$ cat config.mk
export PLATFORM = sky130hd
export DESIGN_NAME = param_traf_cont
export DESIGN_NICKNAME = d
export VERILOG_FILES = /design/src/rtl/traf_pkg.sv /design/src/rtl/traf_timer.sv /design/src/rtl/param_traf_cont.sv
export SDC_FILE = /design/constraint.sdc
export NUM_CORES = 1
export LEC_CHECK = 0
export CORE_MARGIN = 2
export CORE_UTILIZATION = 50
export DETAILED_ROUTE_END_ITERATION = 12
export GPL_ROUTABILITY_DRIVEN = 0
export PLACE_DENSITY = 0.77
export SYNTH_ARGS = -nofsm -noshare
export SYNTH_HDL_FRONTEND = slang
export SYNTH_HIERARCHICAL = 1
export SYNTH_SLANG_ARGS = --single-unit
$ cat constraint.sdc
create_clock -name clock -period 2.6 [get_ports clock]
set_input_delay 0.39 -clock clock [delete_from_list [all_inputs] [get_ports clock]]
set_output_delay 0.39 -clock clock [all_outputs]
set_load 0.01 [all_outputs]
$ cat src/rtl/traf_pkg.sv
// Shared definitions for the parameterised traffic-light controller:
// lamp encodings and the controller state enum.
package traf_pkg;

   localparam logic [1:0] RED    = 2'd0;
   localparam logic [1:0] YELLOW = 2'd1;
   localparam logic [1:0] GREEN  = 2'd2;

   typedef enum logic [2:0] {
      HGRN  = 3'd0,
      HYEL  = 3'd1,
      ARED1 = 3'd2,
      CGRN  = 3'd3,
      CYEL  = 3'd4,
      ARED2 = 3'd5
`ifdef TRAF_PED_EN
      ,
      WALK  = 3'd6
`endif
   } state_e;

endpackage

$ cat src/rtl/traf_timer.sv
// Phase timer: clears on load (or reset), otherwise counts up and
// saturates at all-ones so it never wraps.
// Ports: i_clk, i_clear_n (sync active-low), i_load, o_cnt[CNT_W].
module traf_timer #(
   parameter int CNT_W = 8
) (
   input  logic             i_clk,
   input  logic             i_clear_n,
   input  logic             i_load,
   output logic [CNT_W-1:0] o_cnt
);

   logic [CNT_W-1:0] r_cnt;

   always_ff @(posedge i_clk) begin
      if (!i_clear_n || i_load)
         r_cnt <= '0;
      else if (r_cnt != '1)
         r_cnt <= r_cnt + 1'b1;
   end

   assign o_cnt = r_cnt;

endmodule

$ cat src/rtl/param_traf_cont.sv
// Highway/country traffic-light controller with cycle-count phase timing.
// Ports: clock, clear_n (sync active-low), X (country sensor),
//   hghwy[2], cntry[2] lamp codes; ped_req/walk only with TRAF_PED_EN.
module param_traf_cont
   import traf_pkg::*;
#(
   parameter int CNT_W      = 8,
   parameter int MIN_HGRN   = 4,
   parameter int Y2R_DELAY  = 3,
   parameter int R2G_DELAY  = 2,
   parameter int MAX_CGRN   = 10,
   parameter int WALK_DELAY = 5
) (
   input  logic       clock,
   input  logic       clear_n,
   input  logic       X,
   output logic [1:0] hghwy,
   output logic [1:0] cntry
`ifdef TRAF_PED_EN
   ,
   input  logic       ped_req,
   output logic       walk
`endif
);

   localparam longint P_MAX = (longint'(1) << CNT_W) - 1;

   if (MIN_HGRN < 1 || MIN_HGRN > P_MAX ||
       Y2R_DELAY < 1 || Y2R_DELAY > P_MAX ||
       R2G_DELAY < 1 || R2G_DELAY > P_MAX ||
       MAX_CGRN < 1 || MAX_CGRN > P_MAX ||
       WALK_DELAY < 1 || WALK_DELAY > P_MAX) begin : g_param_chk
      $error("param_traf_cont: delay parameter out of range");
   end

   // Timer reads N-1 during the Nth cycle of a phase.
   localparam logic [CNT_W-1:0] L_HG  = CNT_W'(MIN_HGRN - 1);
   localparam logic [CNT_W-1:0] L_Y2R = CNT_W'(Y2R_DELAY - 1);
   localparam logic [CNT_W-1:0] L_R2G = CNT_W'(R2G_DELAY - 1);
   localparam logic [CNT_W-1:0] L_CG  = CNT_W'(MAX_CGRN - 1);

   state_e           r_state;
   state_e           w_next;
   logic [CNT_W-1:0] w_tmr;
   logic             w_load;
   logic             w_hreq;

`ifdef TRAF_PED_EN
   localparam logic [CNT_W-1:0] L_WK = CNT_W'(WALK_DELAY - 1);

   logic r_pend;

   // A request arriving on the WALK-entry edge wins over the clear.
   always_ff @(posedge clock) begin
      if (!clear_n)
         r_pend <= 1'b0;
      else if (ped_req)
         r_pend <= 1'b1;
      else if (w_next == WALK && r_state != WALK)
         r_pend <= 1'b0;
   end

   assign w_hreq = X || r_pend;
`else
   assign w_hreq = X;
`endif

   always_ff @(posedge clock) begin
      if (!clear_n)
         r_state <= HGRN;
      else
         r_state <= w_next;
   end

   always_comb begin
      w_next = r_state;
      case (r_state)
         HGRN:  if (w_tmr >= L_HG && w_hreq) w_next = HYEL;
         HYEL:  if (w_tmr >= L_Y2R) w_next = ARED1;
         ARED1: begin
            if (w_tmr >= L_R2G) begin
`ifdef TRAF_PED_EN
               w_next = r_pend ? WALK : CGRN;
`else
               w_next = CGRN;
`endif
            end
         end
         CGRN:  if (!X || w_tmr >= L_CG) w_next = CYEL;
         CYEL:  if (w_tmr >= L_Y2R) w_next = ARED2;
         ARED2: if (w_tmr >= L_R2G) w_next = HGRN;
`ifdef TRAF_PED_EN
         WALK:  if (w_tmr >= L_WK) w_next = X ? CGRN : ARED2;
`endif
         default: w_next = HGRN;
      endcase
   end

   assign w_load = (w_next != r_state);

   traf_timer #(
      .CNT_W(CNT_W)
   ) u_timer (
      .i_clk    (clock),
      .i_clear_n(clear_n),
      .i_load   (w_load),
      .o_cnt    (w_tmr)
   );

   always_comb begin
      hghwy = RED;
      cntry = RED;
      case (r_state)
         HGRN: hghwy = GREEN;
         HYEL: hghwy = YELLOW;
         CGRN: cntry = GREEN;
         CYEL: cntry = YELLOW;
         default: ;
      endcase
   end

`ifdef TRAF_PED_EN
   always_comb begin
      walk = 1'b0;
      if (r_state == WALK) walk = 1'b1;
   end
`endif

endmodule

==> Word level (Yosys, flattened, before mapping) <==
Cells that the tools add are included.
Widths: inputs -> output; s select.
{ "word_totals": {"regBits": 11, "inputBits": 3, "output_inout_bits": 4, "elab_cells": 29} }
{ "op_classes": {"add_sub_neg": 1, "magnitude_cmp": 4, "n_eq_ne": 7, "n_mux": 9, "n_reduce_logical": 6} }
{ "op_table": {"columns": ["operator", "n"], "rows": [
  ["$mux 3", 6],
  ["$pmux 3 s6", 1],
  ["$ge 8x2->1 const B", 2],
  ["$add 8x1->8 const B", 1],
  ["$ge 8x1->1 const B", 1],
  ["$ge 8x4->1 const B", 1],
  ["$ne 8x8->1 const B", 1],
  ["$pmux 2 s2", 2],
  ["$eq 3x2->1 const B", 2],
  ["$eq 3x3->1 const B", 2],
  ["$eq 3x1->1 const B", 1],
  ["$logic_not 3->1", 1],
  ["$ne 3x3->1", 1],
  ["$logic_not 1->1", 2],
  ["$logic_or 1x1->1", 2],
  ["$logic_and 1x1->1", 1]
]} }

==> Longest topological paths before layout <==
Gate-level depths: netlist of run 1.
{ "depth": {"word_depth": 6, "ltp_mapped": 8, "depth_no_buf": 6} }

==> By module <==
The synthesis of run 1 kept the hierarchy.
{ "by_module_without_submodules": {"columns": ["mod", "n_inst", "cells_per_inst", "area_per_inst_um2", "seq_area_each_um2"], "rows": [
  ["traf_timer", 1, 43, 375.4, 160.2],
  ["param_traf_cont", 1, 45, 329.1, 60.1]
]} }

==> Worst setup path before layout of run 1 <==
Ideal clock, no wire load.
{ "synth_timing": {"path_type": "register to register", "start": "register u_timer.r_cnt[6] (netlist: u_timer/o_cnt[6])", "end": "register u_timer.r_cnt[0] (netlist: u_timer/o_cnt[0])", "setup_time_ns": 0.078, "arrival_time_ns": 1.811, "required_ns": 2.522, "path_slack_ns": 0.711, "path_stages_with_launch": 8, "path_buffers": 1, "synth_period_minus_slack_ns": 1.889, "cell_sequence": "dfxtp_1 > or4_4 > or2_1 > o21ai_2 > a211oi_1 > nand2b_1 > buf_1 > nor3_1"} }
{ "synth_via": {"elab_chain_len": 6, "elab_cells_between_ends": 16, "classes_between": "order compare (4); eq/ne (2); mux (7); reduce/logical (3)"} }
{ "synth_rtl": {"columns": ["element", "line", "source"], "rows": [
  ["from (decl)", "traf_timer.sv:13", "logic [CNT_W-1:0] r_cnt;"],
  ["from (signal assigned)", "traf_timer.sv:19", "r_cnt <= r_cnt + 1'b1;"],
  ["$ge 8x4->1 / $ge 8x2->1 (equally long branches)", "param_traf_cont.sv:89, param_traf_cont.sv:78", null],
  ["$logic_or 1x1->1 / $logic_and 1x1->1 (equally long branches)", "param_traf_cont.sv:89, param_traf_cont.sv:78", null],
  ["$mux 3, on equally long branches", "param_traf_cont.sv:89, param_traf_cont.sv:78", null],
  ["$pmux 3 s6 (*)", "param_traf_cont.sv:77", "case (r_state)"],
  ["$ne 3x3->1 (*)", "param_traf_cont.sv:99", "assign w_load = (w_next != r_state);"],
  ["named net w_load", "param_traf_cont.sv:45", "logic w_load;"],
  ["$logic_or 1x1->1 (*)", "traf_timer.sv:16", "if (!i_clear_n || i_load)"]
]} }
Mark *: on every way through the listed nets, which the timed path passes. The rest lies on a longest branch.
A chain may end at the register's enable or synchronous reset.

==> Worst setup path in the final report of run 1 <==
{ "layout_timing": {"start": "register r_state[2]", "end": "output cntry[0]"} }
{ "layout_via": {"elab_chain_len": 2, "elab_cells_between_ends": 3, "classes_between": "eq/ne (2); mux (1)"} }
{ "layout_rtl": {"columns": ["element", "line", "source"], "rows": [
  ["from (decl)", "param_traf_cont.sv:42", "state_e r_state;"],
  ["from (signal assigned)", "param_traf_cont.sv:72", "r_state <= w_next;"],
  ["$eq 3x3->1 / $eq 3x2->1 (equally long branches)", "param_traf_cont.sv:113", "case (r_state)"],
  ["$pmux 2 s2 (*)", "param_traf_cont.sv:113", null],
  ["to (decl)", "param_traf_cont.sv:18", "output logic [1:0] cntry"]
]} }
Every way passes the cells marked *; elsewhere a longest branch is shown, timed or not.

==> results.ini, run 1 <==
[status]
status=finished, final reports clean

[clock_tree]
cts_buffer_depth=2
cts_inserted_buffers=3
cts_root_buffer=clkbuf_4
postCtsSetupBuffers=0
htree_levels=1
cts_tree=done
clock_latency_ns=0.27
clk_pin_slew_ns=0.07
cts_resized=0
ctsHoldBuffers=0
numClockSinks=11

[finish]
final.fill_count=125
layout-drive-gt1-share_pct=10.6
insertedDiodeCount=0
nets=99
utilization_pct=61.1
final_cells=109
syn2layout_area_growth_pct=12.8

[sta]
drv_slew=0
finalSetupTns_ns=0
tightest_slew_ns=0.396
timing.final.ws_setup_ns=0.428
fin_crit_ns=2.17
skew_ns=0.00147
fmax_mhz=460
min_period_over_period_pct=83.5
slew_headroom_pct=73.4
setup_violations=0
rsz0062_at_grt=no
final_hold_viol_count=0

[setup_path]
cp_max_fo=9
required_ns=2.21
end_kind=primary output
critPathKind=reg -> out
worstPathArrival_ns=1.78
critPathLaunchType=flop

[global_routing]
grt_max_degree=13
gr-total-overflow=0
antenna_found_initial=0
grt_pass1_wl_um=2620
track_usage_pct=19.4
grt_pass1_vias=602

[floorplanning]
die-area_um2=1730
row_count=13
die_w_um=41.5
die_y_um=41.5
core_area_um2=1300
initial_core_util_pct=54.1
pin_count=7

[synthesis]
yosys-top-cells-area=dfxtp_1 31%, a211oi_1 5.3%, nor3_1 5.0%
synth-seq-cells=11
ys_warn_count=6
synthesis.nets=92
synth_top_area_share_pct=31.3
synth.most_common_cell=dfxtp_1
synth_cell_types=40
synthArstFlopShare_pct=0
yosys.area.top_type=dfxtp_1
synth-edff-count=0
synth_common_cells=11 x dfxtp_1, 7 x nor3_1, 6 x a21oi_1, 6 x nand3_1
syn_inst=88
ys.flop_type=dfxtp_1
yosysSeqAreaShare_pct=31.3
synth.cell_area_um2=704
syn_area_per_cell_um2=8.00

[placed_design]
io_buffers=6
dp_cells=105
dpl.hpwl_um=1150
dp_slack_ns=0.599

[detailed_routing]
dr_total_vias=685
post_drt_via_cell_ratio=6.28
drtPass1Iterations=5
drt_iter0_drc=14
drtAntennaViolNets=0
met3_length_um=48
top_layer=met4
routed_wl_um=1540
wl_met2_um=741
wl_per_cell_um=14.1
drc=0
wl_met1_um=723

[power]
vdd_drop_max_uv=265
p_leak_nw=0.286
powerDensity_nw_per_um2=494

[worst_hold_path]
hp-class=reg -> reg

[job]
cap_violations=0

## per-stage QoR
stage	hold slack [ns]	power, mW	instance area, um2
floorplan	0.518	0.254	704
global placement	0.558	0.278	768
detailed placement	0.571	0.279	768
CTS	0.581	0.397	795
global route	0.627	0.417	795
finish	0.580	0.393	795
## cells by family after synthesis
| group | share of synthesized area (%) |
|---|---|
| flops | 31.3 |
| fa+ha+maj | 1.78 |
| simple gates | 34.5 |
| compound gates | 27.9 |
| mux | 1.42 |
| buf+inv | 3.20 |
## placed cells by master, fill, tap and decap left out, drive strengths merged, types with 3 or more instances in the layout
master and n:
o31ai 3, o21ai 3, clkdlybuf4s50 6, clkbuf 4
a21oi 6, nor3 8, nor2 4, dfxtp 11
nand2 5, a211oi 5, nand3 6, nor2b 3
## area by class of cell
| class | instances | area, um2 | share of cell area, % |
|---|---|---|---|
| clock buffers | 4 | 26.3 | 3.31 |
| flip-flops and latches | 11 | 220 | 27.7 |
| well taps | 15 | 18.8 | 2.36 |
| repair buffers | 6 | 60.1 | 7.56 |
| multi-input cells | 71 | 462 | 58.1 |
| inverters | 2 | 7.51 | 0.945 |
## worst paths after layout
path | to | slack, ns | cells past startpoint | startpoint
max reg2reg | u_timer/o_cnt[7]$_SDFFE_PP0P_ | 0.58 | 6 | u_timer/o_cnt[6]$_SDFFE_PP0P_
min | u_timer/o_cnt[7]$_SDFFE_PP0P_ | 0.58 | 1 | u_timer/o_cnt[7]$_SDFFE_PP0P_
min reg2reg | u_timer/o_cnt[7]$_SDFFE_PP0P_ | 0.58 | 1 | u_timer/o_cnt[7]$_SDFFE_PP0P_
max | cntry[0] | 0.43 | 3 | r_state[2]$_SDFF_PN0_
## worst max-delay path, cell delays in order, from the launching register on
cell	delay, ns
dfxtp_1	0.46
nor2b_1	0.33
nor2b_1	0.18
clkdlybuf4s50_1	0.55
## registers in the layout, indices dropped and copies added (netlist names)
signal,flops
r_state,3
u_timer/o_cnt,8
## power by group
part           total (mW)  internal (mW)  leakage (nW)  switching, mW
sequential          0.205          0.178        0.0893         0.0268
clock               0.117         0.0593        0.0150         0.0574
combinational      0.0710         0.0360         0.181         0.0350
total               0.393          0.273         0.286          0.119
## per-layer routing
layer | global-route usage, % | up-vias
met1 | 25.9 | 312
li1 | - | 354
met4 | 9.03 | 0
met5 | 0 | -
met3 | 3.91 | 4
met2 | 30.0 | 15
(Power assumes the default switching activity.)
==> run 2, diff against run 1 <==
==> constraint.sdc (replaced) <==
create_clock -name clock -period 2.2 [get_ports clock]
set_input_delay 0.33 -clock clock [delete_from_list [all_inputs] [get_ports clock]]
set_output_delay 0.33 -clock clock [all_outputs]
set_load 0.01 [all_outputs]
==> run 2 against run 1 <==
  * Wire length up 14%
  * Combinational power up 58%
  * Global-route usage up 1.1 points
  * Via count up 7.7%
==> results.ini, run 2 (synthesis results as in run 1) <==
[status]
status=finished, final reports clean

[finish]
largest_register_ffs=8  ; unchanged
final.fill_count=119  ; -4.8%
layout-drive-gt1-share_pct=14.3  ; +3.6 points
insertedDiodeCount=0  ; unchanged
layout_commonest_cell=dfxtp_1
syn2layout_area_growth_pct=17.1
mostFrequentLayoutCells=11 x dfxtp_1, 7 x nor3_1, 6 x a21oi_1, 6 x nand3_1, 6 x clkdlybuf4s50_1
nets=103  ; +4.0%
final_cells=113  ; +3.7%
register_area_um2=220  ; unchanged
multi_input_area_um2=462  ; unchanged

[floorplanning]
die_y_um=41.5  ; unchanged
core_area_um2=1300  ; unchanged
row_count=13  ; unchanged
die_w_um=41.5  ; unchanged
die-area_um2=1730  ; unchanged
initial_core_util_pct=54.1  ; unchanged
pin_count=7  ; unchanged

[clock_tree]
cts_buffer_depth=2  ; unchanged
ctsHoldBuffers=0  ; unchanged
clk_pin_slew_ns=0.07  ; about the same
cts_resized=0  ; unchanged
cts_tree=done
clock_latency_ns=0.26  ; about the same
htree_levels=1  ; unchanged
numClockSinks=11  ; unchanged
cts_inserted_buffers=3  ; unchanged
cts_root_buffer=clkbuf_4
postCtsSetupBuffers=0  ; unchanged

[power]
finalPower_mw=0.479  ; +22%
intPower_mw=0.331  ; +21%
powerDensity_nw_per_um2=581  ; +18%
power.share.combinational_pct=23.3  ; +5.2 points
power_switching_mw=0.148  ; +24%
vdd_drop_max_uv=354  ; +34%
swShare_pct=30.9  ; +0.58 points
p_seq_share_pct=48.1  ; -4.1 points
clock_power_share_pct=28.5  ; -1.2 points
p_leak_nw=0.307  ; +7.5%

[setup_path]
worstPathArrival_ns=1.79  ; about the same
cp_cell_sequence=nor2b_1, nor2b_1, clkdlybuf4s50_1
required_ns=1.87  ; -0.34 ns
cpMostUsedCell=nor2b_1
cpPeakStageDelay_ns=0.56  ; about the same
crit_family=buffers and inverters
end_kind=primary output
cp_num_buf_inv=1  ; unchanged
critPathLaunchType=flop
critPathKind=reg -> out
slowest_stage=clkdlybuf4s50_1
r2r_setup_slack_ns=0.08  ; -0.50 ns
cp_max_fo=9  ; unchanged

[sta]
final_hold_viol_count=0  ; unchanged
setup_violations=0  ; unchanged
fin_crit_ns=2.12
finalSetupTns_ns=0  ; unchanged
slew_headroom_pct=70.4  ; -3.0 points
drv_slew=0  ; unchanged
min_period_over_period_pct=96.5
hold-worst-slack_ns=0.580  ; -0.0000840 ns
tightest_slew_ns=0.440  ; +0.0441 ns
rsz0062_at_grt=no
skew_ns=0.00214  ; +0.000674 ns
fmax_mhz=471

[detailed_routing]
post_drt_via_cell_ratio=6.53  ; +3.9%
wl_met1_um=804  ; +11%
met3_length_um=71  ; +48%
routed_wl_um=1760  ; +14%
drtPass1Iterations=5  ; unchanged
drc=0  ; unchanged
top_layer=met4
drt_iter0_drc=14  ; unchanged
wl_per_cell_um=15.5  ; +10%
drtAntennaViolNets=0  ; unchanged
wl_met2_um=875  ; +18%
dr_total_vias=738  ; +7.7%

[placed_design]
io_buffers=6  ; unchanged
dp_cells=109  ; +3.8%
dpl.hpwl_um=1240  ; +7.8%

[worst_hold_path]
hp-class=reg -> reg

[global_routing]
track_usage_pct=20.5  ; +1.1 points
grt_pass1_wl_um=2780  ; +6.3%
grt_max_degree=13  ; unchanged
gr-total-overflow=0  ; unchanged
antenna_found_initial=0  ; unchanged
grt_pass1_vias=625  ; +3.8%

[job]
cap_violations=0  ; unchanged

run 2: changes by cell type in the layout (fill, tap and decap cells not counted):
cell   before  now
buf_4       0    4
run 2: stage by stage:
step / worst slack (ns) / cell area [um2] / utilization [%]
6_report: 0.0776 / 825 / 63.4
3_3_place_gp: 0.218 / 798 / 61.3
2_1_floorplan: 0.311 / 704 / -
3_5_place_dp: 0.146 / 798 / 61.3
4_1_cts: 0.0827 / 825 / 63.4
5_1_grt: 0.0106 / 825 / 63.4
run 2: path summary, 6_finish.rpt:
kind | depth (start not counted) | start | end
hold reg to reg | 1 | u_timer/o_cnt[7]$_SDFFE_PP0P_ | u_timer/o_cnt[7]$_SDFFE_PP0P_
hold / removal | 1 | u_timer/o_cnt[7]$_SDFFE_PP0P_ | u_timer/o_cnt[7]$_SDFFE_PP0P_
setup / recovery | 3 | r_state[2]$_SDFF_PN0_ | cntry[0]
setup reg to reg | 6 | u_timer/o_cnt[6]$_SDFFE_PP0P_ | u_timer/o_cnt[0]$_SDFFE_PP0P_
run 2: layout make-up:
type,count,share of cell area [%]
Multi-Input combinational cell,71,56.0
Sequential cell,11,26.7
Timing Repair Buffer,10,10.9
Clock buffer,4,3.19
Tap cell,15,2.28
Inverter,2,0.910
run 2: power by group through the flow:
stage | registers [mW] | logic (mW) | clock network [mW]
detailed placement | 0.234 | 0.108 | 0
finish | 0.231 | 0.112 | 0.137
floorplan | 0.233 | 0.0665 | 0
CTS | 0.229 | 0.109 | 0.140
global placement | 0.234 | 0.104 | 0
global route | 0.231 | 0.119 | 0.154
run 2: metal layers:
metal  track usage, %  up-vias
met5                0        -
met4             5.81        0
met3             2.61        2
met2             35.6       22
met1             26.5      352
li1                 -      362
==> RTL edit 1 (config.mk and constraints of run 2) <==
`CNT_W` is set to 8 in 2 places; all go to 9.
--- a/src/rtl/traf_timer.sv
+++ b/src/rtl/traf_timer.sv
@@ -2,7 +2,7 @@
 // saturates at all-ones so it never wraps.
 // Ports: i_clk, i_clear_n (sync active-low), i_load, o_cnt[CNT_W].
 module traf_timer #(
-   parameter int CNT_W = 8
+   parameter int CNT_W = 9
 ) (
    input  logic             i_clk,
    input  logic             i_clear_n,
--- a/src/rtl/param_traf_cont.sv
+++ b/src/rtl/param_traf_cont.sv
@@ -4,7 +4,7 @@
 module param_traf_cont
    import traf_pkg::*;
 #(
-   parameter int CNT_W      = 8,
+   parameter int CNT_W      = 9,
    parameter int MIN_HGRN   = 4,
    parameter int Y2R_DELAY  = 3,
    parameter int R2G_DELAY  = 2,
Function: same outputs for any inputs over 10 cycles, from zero or initial values; that may be too few to reach the edited logic, so the function may still have changed.
==> RTL edit 1 against run 2 <==
- routed wire length shrank 16%
- area after synthesis grew 6.0%
- worst setup slack gained 0.087 ns
- largest cell class unchanged
- die area grew 5.4%
- sequential cell count grew 1
- design area grew 7.6%
- clock skew grew 0.0018 ns
- maximum frequency grew 4.3%
Power is not compared: it rests on default switching activity, and its combinational part moved more than twofold at a synthesized area within 25%.
==> RTL edit 1: results (changes against run 2) <==
drt:
  wl_per_cell_um: 13.3  # was 15.5 µm
  drtPass1Iterations: 4  # was 5
  vias: 686  # was 738
critical_path:
  worst_ep_arrival_time_ns: 2.24  # was 1.79 ns
  r2r_end: "u_timer/o_cnt[7]"  # was u_timer/o_cnt[0]
placed_design:
  post-dp-hpwl_um: 1140  # was 1240 µm
  dp_cells: 107  # was 109
  placed_area_um2: 843  # was 798 µm²
synthesis:
  synth_area_leaders: "dfxtp_1 (32%), nor2_1 (6.0%), xor2_1 (3.5%)"  # was dfxtp_1 (31%), a211oi_1 (5.3%), nor3_1 (5.0%)
  synth_common_cells: "dfxtp_1 (12), nor2_1 (12)"  # was dfxtp_1 (11), nor3_1 (7), a21oi_1 (6), nand3_1 (6)
  ys_types: 39  # was 40
  ys_ff_latch: 12  # was 11
  yosysSeqAreaShare_pct: 32.2  # was 31.3%
status:
  outcome: "complete, no violations"  # unchanged
finish:
  final_nets: 102  # was 103
  final-clk-cell-share_pct: 4.09  # was 3.19%
  seq-cell-share_pct: 27.1  # was 26.7%
  multi_input_cells: 68  # was 71
  multi_input_area_share_pct: 55.7  # was 56.0%
  layout.nonclk_buf_share_pct: 10.2  # was 10.9%
  drive_gt1_share_pct: 15.6  # was 14.3%
  multi_input_area_um2: 494  # was 462 µm²
worst_hold_path:
  min-delay-start: "u_timer/o_cnt[5]"  # was u_timer/o_cnt[7]
floorplanning:
  die_area_mm2: 0.00182  # was 0.00173 mm²
sta:
  worstMarginPinSlew_ns: 0.384  # was 0.440 ns
global_route:
  groute.usage.overall_pct: 19.7  # was 20.5%
==> RTL edit 1: what timing repair did <==
action                     in CTS  in global routing
setup endpoints to repair       1                  6
resized for setup               1                  1
gates cloned                    0                  0
==> RTL edit 1: cells by family (layout without fill, tap and decap cells) <==
group | count (synthesis) | after routing | synth area share, %
fa+ha+maj | 2 | 2 | 3.35
mux | 2 | 2 | 2.68
xor+xnor | 4 | 4 | 4.69
simple gates | 40 | 40 | 34.5
buf+inv | 5 | 16 | 2.68
compound gates | 20 | 20 | 19.9
flops | 12 | 12 | 32.2
==> RTL edit 1: per-layer routing <==
metal / part of all wire (%) / routed length (µm) / vias to the layer above / global-route usage (%)
li1: - / - / 349 / -
met1: 46 / 688 / 320 / 24.7
met2: 48 / 716 / 15 / 28.5
met3: 4.5 / 66 / 2 / 9.36
met4: 0.61 / 9 / 0 / 8.75
met5: 0 / 0 / - / 0
==> RTL edit 1: worst max path at each step <==
stage               cells past startpoint  slack [ns]               end        startpoint
floorplan                               7        0.18  u_timer/o_cnt[5]  u_timer/o_cnt[7]
global placement                        6        0.13  u_timer/o_cnt[5]  u_timer/o_cnt[7]
detailed placement                      6     -0.0008  u_timer/o_cnt[7]  u_timer/o_cnt[7]
CTS                                     6        0.06  u_timer/o_cnt[7]  u_timer/o_cnt[7]
global route                            6        0.06  u_timer/o_cnt[7]  u_timer/o_cnt[7]
finish                                  6        0.16  u_timer/o_cnt[7]  u_timer/o_cnt[7]
==> RTL edit 1: worst max-delay path, cell delays in order (launching register included) <==
cell,delay [ns]
dfxtp_1,0.37
or4_4,0.56
o311ai_2,0.25
o41ai_1,0.13
a221o_1,0.32
nand2b_4,0.19
a21oi_1,0.14
==> RTL edit 2 (settings of run 2) <==
Without the edit above. Encoding of `state_e`: now Gray code (3 bits for 6 states).
--- a/src/rtl/traf_pkg.sv
+++ b/src/rtl/traf_pkg.sv
@@ -7,12 +7,12 @@
    localparam logic [1:0] GREEN  = 2'd2;
 
    typedef enum logic [2:0] {
-      HGRN  = 3'd0,
-      HYEL  = 3'd1,
-      ARED1 = 3'd2,
-      CGRN  = 3'd3,
-      CYEL  = 3'd4,
-      ARED2 = 3'd5
+      HGRN  = 3'b000,
+      HYEL  = 3'b001,
+      ARED1 = 3'b011,
+      CGRN  = 3'b010,
+      CYEL  = 3'b110,
+      ARED2 = 3'b111
 `ifdef TRAF_PED_EN
       ,
       WALK  = 3'd6
Formal check against the unedited RTL: same outputs for any inputs over 10 cycles, from zero or initial values; not proved beyond that.
==> RTL edit 2 against run 2 <==
- design area fell by 6.2%
- power shrank 5.5%
- clock skew increased by 0.0014 ns
- final cell count fell by 3.5%
- sequential cell count did not move
- highest routed layer unchanged
- worst setup slack better by 0.11 ns
- register-to-register slack gained 0.23 ns
- maximum frequency rose by 5.5%
- routed wire length fell by 16%
- first-iteration DRC count fell by 21%
- area after synthesis shrank 3.0%
==> RTL edit 2: results (changes against run 2) <==
status:
  outcome: "complete, no violations"  # unchanged
worst_hold_path:
  min-delay-start: "u_timer/o_cnt[1]"  # was u_timer/o_cnt[7]
  hp-class: "register to register"  # unchanged
synthesis:
  synth_common_cells: "dfxtp_1 (11), nand2_1 (8), a21oi_1 (7), nor3_1 (7), nand3_1 (6)"  # was dfxtp_1 (11), nor3_1 (7), a21oi_1 (6), nand3_1 (6)
  async_flop_share_pct: 0  # unchanged
  synth_area_leaders: "dfxtp_1 (32%), a21oi_1 (5.1%), nor3_1 (5.1%)"  # was dfxtp_1 (31%), a211oi_1 (5.3%), nor3_1 (5.0%)
  synth_fp_nets: 92  # unchanged
  yosysSeqAreaShare_pct: 32.2  # was 31.3%
  synth_ff_type: "dfxtp_1"  # unchanged
  yosysWarnings: 6  # unchanged
  syn-instance-count: 88  # unchanged
  ys_types: 32  # was 40
critical_path:
  endpoint: "hghwy[0]"  # was cntry[0]
  slowest_delay_ns: 0.52  # was 0.56 ns
  crit_start: "r_state[1]"  # was r_state[2]
  path_max_fanout: 12  # was 9
  critPathTopFamily: "buffers and inverters"  # unchanged
  worst_ep_arrival_time_ns: 1.68  # was 1.79 ns
  r2r_setup_slack_ns: 0.31  # was 0.08 ns
  r2r_end: "u_timer/o_cnt[7]"  # was u_timer/o_cnt[0]
  r2r_start: "u_timer/o_cnt[7]"  # was u_timer/o_cnt[6]
placed_design:
  io_buffers: 6  # unchanged
  preCtsSetupSlack_ns: 0.296  # was 0.146 ns
  placed_area_um2: 747  # was 798 µm²
  dp_cells: 105  # was 109
  post-dp-hpwl_um: 1030  # was 1240 µm
power:
  power.switching_mw: 0.134  # was 0.148 mW
  p_leak_nw: 0.278  # was 0.307 nW
  clkPwrFrac_pct: 30.3  # was 28.5%
  peakVddDrop_uv: 302  # was 354 µV
  p_comb_share_pct: 17.6  # was 23.3%
  power.total_mw: 0.453  # was 0.479 mW
clocking:
  clk-insertion-delay-late_ns: 0.27
  clk_path_buf_depth: 2  # unchanged
  numCtsBuffers: 3  # unchanged
  clk_pin_slew_ns: 0.07  # about the same
drt:
  drtIter0Drc: 11  # was 14
  wl_per_cell_um: 13.5  # was 15.5 µm
  viasPerCell: 6.23  # was 6.53
  drtPass1Iterations: 4  # was 5
  wirelength_um: 1480  # was 1760 µm
  drc: 0  # unchanged
sta:
  fin_skew_ns: 0.00350  # was 0.00214 ns
  worstMarginPinSlew_ns: 0.394  # was 0.440 ns
  worst_slack_ns: 0.188  # was 0.0776 ns
global_route:
  grt_pass1_vias: 555  # was 625
  grt_pass1_wl_um: 2390  # was 2780 µm
  groute.usage.overall_pct: 22.8  # was 20.5%
  grt_max_degree: 13  # unchanged
finish:
  diodes: 0  # unchanged
  drive_gt1_share_pct: 9.57  # was 14.3%
  final_nets: 99  # was 103
RTL edit 2: cell types whose count changed in the layout (fill, tap and decap cells not counted), sizes merged, moves of 2 or more:
cell / change
a31oi: +3
nor2b: -2
nor3b: +2
nand2: +4
buf: -4
RTL edit 2: cell families (layout without fill, tap and decap cells):
kind of cell	count (synthesis)	in the layout	synth area share, %
AOI/OAI and AO/OA	29	29	27.8
adders and majority gates	1	1	1.83
buffers and inverters	6	12	3.30
DFF	11	11	32.2
and+or+nand+nor	41	41	34.8
RTL edit 2: how the worst min path moves through the flow:
| stage | end | cells past startpoint | slack [ns] |
|---|---|---|---|
| 6_report | u_timer/o_cnt[1] | 2 | 0.61 |
| 5_1_grt | u_timer/o_cnt[6] | 2 | 0.65 |
| 4_1_cts | u_timer/o_cnt[1] | 2 | 0.60 |
| 3_5_place_dp | u_timer/o_cnt[1] | 2 | 0.59 |
| 3_3_place_gp | u_timer/o_cnt[7] | 1 | 0.58 |
| 2_1_floorplan | r_state[2] | 1 | 0.46 |
RTL edit 2: layout make-up:
class	count	area (µm²)
clock buffer	4	26.3
fill	130	512
inverter	2	7.51
multi-input combinational	71	440
sequential	11	220
tap	15	18.8
timing repair buffer	6	60.1
RTL edit 2: layer usage:
| metal | share of wire, % | global-route usage (%) | wire length [µm] | vias to the layer above |
|---|---|---|---|---|
| li1 | - | - | - | 352 |
| met1 | 49 | 27.5 | 726 | 308 |
| met2 | 45 | 33.6 | 659 | 17 |
| met3 | 5.1 | 8.15 | 76 | 2 |
| met4 | 0.88 | 15.0 | 13 | 0 |
| met5 | 0 | 0 | 0 | - |
RTL edit 2: worst min-delay path: cells and delay by family, from the launching register on:
kind               cells  cell delay [ns]
AOI/OAI and AO/OA      1             0.06
and+or+nand+nor        1             0.11
DFF                    1             0.39
